$ cat config.mk
export PLATFORM = sky130hd
export DESIGN_NAME = mine_cover_array
export DESIGN_NICKNAME = d
export VERILOG_FILES = /design/src/rtl/mine_cover_array.sv
export SDC_FILE = /design/constraint.sdc
export NUM_CORES = 2
export LEC_CHECK = 0
export CELL_PAD_IN_SITES_DETAIL_PLACEMENT = 1
export CELL_PAD_IN_SITES_GLOBAL_PLACEMENT = 2
export CORE_ASPECT_RATIO = 1.2
export CORE_MARGIN = 1
export CORE_UTILIZATION = 41
export CTS_BUF_LIST = sky130_fd_sc_hd__clkbuf_4 sky130_fd_sc_hd__clkbuf_8
export CTS_CLUSTER_DIAMETER = 200
export DETAILED_ROUTE_END_ITERATION = 6
export PLACE_DENSITY_LB_ADDON = 0.1
export REMOVE_ABC_BUFFERS = 1
export SLEW_MARGIN = 10
export SYNTH_ARGS = -nofsm -noshare
export SYNTH_HDL_FRONTEND = slang
export SYNTH_SLANG_ARGS = --single-unit
export TNS_END_PERCENT = 5
$ cat constraint.sdc
create_clock -name board_clk -period 15 [get_ports board_clk]
set_input_delay 1.5 -clock board_clk [delete_from_list [all_inputs] [get_ports board_clk]]
set_output_delay 1.5 -clock board_clk [all_outputs]
set_load 0.02 [all_outputs]
$ cat src/rtl/mine_cover_array.sv
// -----------------------------------------------------------------------------
// mine_cover_array
//   Per-cell cover state for the minesweeper board. Each cell holds 2 bits:
//     2'b00 covered, 2'b01 opened, 2'b10 flagged (2'b11 is never written).
//   Flag/open commands act on the cursor cell (x_pos,y_pos). A newly opened
//   cell produces a one-cycle opened_cell pulse and bumps num_opened. A
//   zero-latency read port serves the display scan at (x_coord,y_coord).
//
// Ports
//   board_clk    in   clock
//   glob_reset   in   asynchronous active-high reset (all cells covered)
//   clear        in   synchronous new-game clear, dominates flag/open
//   flag         in   strobe: toggle flag on cursor cell
//   open         in   strobe: open cursor cell (wins over flag)
//   x_pos/y_pos  in   cursor column/row
//   x_coord/y_coord in read-port column/row
//   cell_val     out  cover state at (x_coord,y_coord), 00 when off-board
//   opened_cell  out  registered pulse, one cycle after a successful open
//   num_opened   out  saturating count of opened cells
// -----------------------------------------------------------------------------
module mine_cover_array #(
  parameter int X_SIZE = 16,
  parameter int Y_SIZE = 16,
  parameter int X_BITS = 4,
  parameter int Y_BITS = 4
) (
  input  logic                     board_clk,
  input  logic                     glob_reset,
  input  logic                     clear,
  input  logic                     flag,
  input  logic                     open,
  input  logic [X_BITS-1:0]        x_pos,
  input  logic [Y_BITS-1:0]        y_pos,
  input  logic [X_BITS-1:0]        x_coord,
  input  logic [Y_BITS-1:0]        y_coord,
  output logic [1:0]               cell_val,
  output logic                     opened_cell,
  output logic [X_BITS+Y_BITS:0]   num_opened
);

  localparam int NCELLS = X_SIZE * Y_SIZE;
  localparam int IDX_W  = X_BITS + Y_BITS;
  localparam int CNT_W  = IDX_W + 1;

  localparam logic [1:0] ST_COVERED = 2'b00;
  localparam logic [1:0] ST_OPENED  = 2'b01;
  localparam logic [1:0] ST_FLAGGED = 2'b10;

  logic [1:0]       cells_q [NCELLS];
  logic [1:0]       cells_d [NCELLS];
  logic             opened_q, opened_d;
  logic [CNT_W-1:0] count_q, count_d;

  // Cursor decode
  logic             cursor_valid;
  logic [IDX_W-1:0] cursor_idx;
  logic [1:0]       cur_cell;
  logic             open_fire;
  logic             flag_fire;

  assign cursor_valid = (int'(x_pos) < X_SIZE) && (int'(y_pos) < Y_SIZE);
  assign cursor_idx   = IDX_W'(int'(y_pos) * X_SIZE + int'(x_pos));

  always_comb begin
    cur_cell = ST_COVERED;
    if (cursor_valid) begin
      cur_cell = cells_q[cursor_idx];
    end
  end

  // Only a covered cell can be opened; flagged cells are protected.
  assign open_fire = !clear && open && cursor_valid && (cur_cell == ST_COVERED);
  // Open has priority, so a simultaneous flag is dropped. Opened cells
  // ignore flag toggles.
  assign flag_fire = !clear && flag && !open && cursor_valid &&
                     ((cur_cell == ST_COVERED) || (cur_cell == ST_FLAGGED));

  // Per-cell next state
  generate
    for (genvar gi = 0; gi < NCELLS; gi++) begin : g_cell
      logic hit;
      assign hit = cursor_valid && (cursor_idx == IDX_W'(gi));
      assign cells_d[gi] = clear             ? ST_COVERED :
                           (hit && open_fire) ? ST_OPENED  :
                           (hit && flag_fire) ? ((cells_q[gi] == ST_FLAGGED) ? ST_COVERED
                                                                              : ST_FLAGGED) :
                           cells_q[gi];
    end
  endgenerate

  always_comb begin
    opened_d = open_fire;
    count_d  = count_q;
    if (clear) begin
      count_d = '0;
    end else if (open_fire && (count_q < CNT_W'(NCELLS))) begin
      count_d = count_q + CNT_W'(1);
    end
  end

  always_ff @(posedge board_clk or posedge glob_reset) begin
    if (glob_reset) begin
      for (int i = 0; i < NCELLS; i++) begin
        cells_q[i] <= ST_COVERED;
      end
      opened_q <= 1'b0;
      count_q  <= '0;
    end else begin
      cells_q  <= cells_d;
      opened_q <= opened_d;
      count_q  <= count_d;
    end
  end

  // Display read port: combinational, off-board coordinates read covered.
  logic             rd_valid;
  logic [IDX_W-1:0] rd_idx;

  assign rd_valid = (int'(x_coord) < X_SIZE) && (int'(y_coord) < Y_SIZE);
  assign rd_idx   = IDX_W'(int'(y_coord) * X_SIZE + int'(x_coord));

  always_comb begin
    cell_val = ST_COVERED;
    if (rd_valid) begin
      cell_val = cells_q[rd_idx];
    end
  end

  assign opened_cell = opened_q;
  assign num_opened  = count_q;

endmodule

==> reports/summary.txt <==
Yosys cell types -> 60
Root Driver -> clkbuf_8
Postcts setup bufs -> 0
Slowest stage delay, CP -> 0.90 ns
WS Path Type -> in -> out
Remaining global-route overflow -> 0
Via count -> 26600
Iter 0 DRT Violations -> 2514
Later-pin clock latency in the skew report -> 0.76 ns
Starting density of the core -> 41.4%
Cell depth of the worst flop-to-flop path -> 9
CTS-repair resized insts -> 0
Hold path start -> cells_q[478]$_DFFE_PP0P_
Avg Synthesized Cell Area -> 11.3 um^2
Clock Path Buffers -> 3
# fillers -> 8021
Yosys reg bits -> 522
Htree depth -> 3
WP data arrival -> 5.95 ns
R2r endpoint -> cells_q[123]$_DFFE_PP0P_
Most common cell after layout, fill and taps aside -> dfrtp_1
Number of vias per cell -> 7.06
Clock skew -> 0.0394 ns
Reg clk slew, reported paths -> 0.05 ns
Fmax -> 134 MHz
Seq/Total Area, Yosys -> 41.2%
CTS buffer count -> 95
CP Capture Type -> output port
Area growth syn-to-layout -> 9.58%
Synth Area in Compound Gates -> 22.4%
RSZ-0062 raised after global routing -> false
Detailed Route WL -> 128000 um
Fin nets -> 2692
Total I/O pin count -> 33
Power per cell area -> 93.8 nW/um^2
Num rows -> 111
Initial antenna violation count -> 5
Die area -> 78500 um^2
Gr busiest metal -> met2
Global-route wire length before repair -> 193000 um
Hold_buf cts -> 0
Hold Path Sink -> cells_q[478]$_DFFE_PP0P_
Synth Area in XOR/XNOR -> 0%
GP Congestion -> 0.886
TritonCTS clock tree -> done
Cell family with most CP delay -> multiplexers
Commonest cells after routing, fill and taps aside -> dfrtp_1 (522), a21oi_1 (257), mux4_2 (245)
LEAKAGE -> 13.2 nW
Setup slack, reg-to-reg -> 10.09 ns
Async S/R FF share, synth -> 100%
Worst hold path class -> reg -> reg
Ranking of synthesized cells by area -> dfrtp_1 (41%), mux4_2 (17%), o2bb2ai_1 (6.6%)
Final Slew Violations -> 0
Post-synth EDFFs -> 0
Adder-cell share of the synthesized area -> 0.0395%
Global routing usage on met1 -> 43.0%
VDD IR max -> 63.7 uV
DRC errors left -> 6
Final Hold Vio Count -> 0
CP max FO -> 68
DP Wirelength -> 81400 um
Final setup violation count -> 0
Die Ht -> 307 um
GRT Util Overall -> 32.8%
Multiplexer share of the synthesized area -> 21.3%
Gate Count Post-Synth -> 2799
Yosys warning total -> 0
Grt met2 use -> 52.7%
Hold depth -> 1
Worst hold slack -> 0.528 ns
Startpoint types -> input port
Cell mode on critical path -> mux4_2
Max-cap viol count -> 0
Met3 usage -> 5.00%
Final ANT Viol Nets -> 0
Worst slew pin tran -> 1.22 ns
First-pass DRT Iterations -> 7
Worst slew margin -> 18.4%
Worst Path Required -> 13.50 ns
Post-Synth Simple-Gate Area -> 10.1%
Area leader, netlist -> dfrtp_1
Crit path buf inv count -> 3
Port bufs -> 32
Die width -> 256 um
Run status -> finished, violations left
Main flop type after synthesis -> dfrtp_1
Post-layout minimum cycle time -> 7.45 ns
Placed Area -> 32600 um^2
Synth top area share -> 41.2%
Vias in the first global route -> 27400
Failing checks -> DRC
Mapped cell area -> 31700 um^2
Crit share post-route -> 49.7%
Slowest-stage cell, CP -> buf_4
CP cell instances -> buf_6, buf_4, mux4_2, mux4_2, mux4_2, mux4_2, clkdlybuf4s50_1
Final instance area -> 34800 um^2
WL/cell -> 34.1 um
CTS sink count -> 522
Fraction of layout cells with a size suffix above 1 -> 20.1%
Dominant combinational cell family by area after synthesis -> compound AO/OA/AOI/OAI gates
Largest net degree at the start of global routing -> 159
R2r startpoint -> cells_q[236]$_DFFE_PP0P_
Core area -> 76500 um^2
[per-layer routing]
metal | up-vias | share of wire, %
met3 | 297 | 6.0
met2 | 1068 | 48
li1 | 10900 | -
met4 | 2 | 5.3
met1 | 14300 | 41
met5 | - | 0.010
[logic make-up (layout without fill, tap and decap cells)]
logic type	after synthesis	count (layout)
AO/OA/AOI/OAI	1018	1018
other	0	1
adder cells (fa/ha/maj)	1	1
buffers and inverters	364	309
flip-flops	522	522
multiplexers	369	369
AND/OR/NAND/NOR	525	525
[worst max-delay path by stage]
stage          slack, ns                endpoint  startpoint  depth (start not counted)
2_1_floorplan      -1.08  cells_q[0]$_DFFE_PP0P_  glob_reset                          1
3_3_place_gp        7.61             cell_val[1]  x_coord[1]                          7
3_5_place_dp        7.54             cell_val[1]  x_coord[1]                          7
4_1_cts             7.53             cell_val[1]  x_coord[1]                          7
5_1_grt             7.48             cell_val[1]  x_coord[1]                          7
6_report            7.55             cell_val[1]  x_coord[1]                          7
[where the power goes]
group	internal (mW)	switching (mW)
Combinational	0.0660	0.218
Clock	0.890	0.674
Sequential	1.41	0.00227
Total	2.37	0.895
[registers in the layout, indices dropped and copies added, names as in the netlist]
name	flops
cells_q	512
opened_cell	1
num_opened	9
[synth_stat cells (16+ instances only)]
cell type	count
dfrtp_1	522
a21oi_1	257
mux4_2	245
clkbuf_1	240
o2bb2ai_1	239
a22oi_1	167
nor4b_1	128
nand2b_1	121
a211oi_1	120
o21ai_0	119
mux2i_1	116
nor2_1	89
nand2_1	56
buf_2	50
nand3_1	38
buf_1	27
nand4_1	24
inv_1	22
o22ai_1	20
a32oi_1	19
a21o_1	17
nor2b_1	17
o211a_1	16
[stage by stage]
stage	setup TNS, ns	std cells	setup slack (ns)	util, %	power [mW]
3_5_place_dp	0	3590	7.54	42.6	1.72
5_1_grt	0	3762	7.48	45.4	3.36
4_1_cts	0	3761	7.53	45.4	3.29
3_3_place_gp	0	3590	7.61	42.6	1.72
6_report	0	3762	7.55	45.4	3.26
2_1_floorplan	-565.52	2461	-1.08	-	1.56
[worst reg2reg max path, cell delays in order (launching register included)]
cell and delay [ns]:
dfrtp_1 0.46, mux4_2 0.55, mux4_2 0.50, o211ai_2 0.89
inv_1 0.31, nor4_2 0.35, buf_4 0.42, buf_4 0.82
a22oi_1 0.36, a21oi_1 0.18
[area by class of cell]
type | count | area (um^2) | area share [%]
Clock buffer | 151 | 1900 | 5.48
Sequential cell | 522 | 13100 | 37.6
Antenna cell | 1 | 2.50 | 0.00720
Tap cell | 1017 | 1270 | 3.66
Clock inverter | 20 | 248 | 0.713
Inverter | 26 | 113 | 0.324
Multi-Input combinational cell | 1913 | 17200 | 49.5
Timing Repair Buffer | 112 | 935 | 2.69
(Power assumes the default switching activity.)
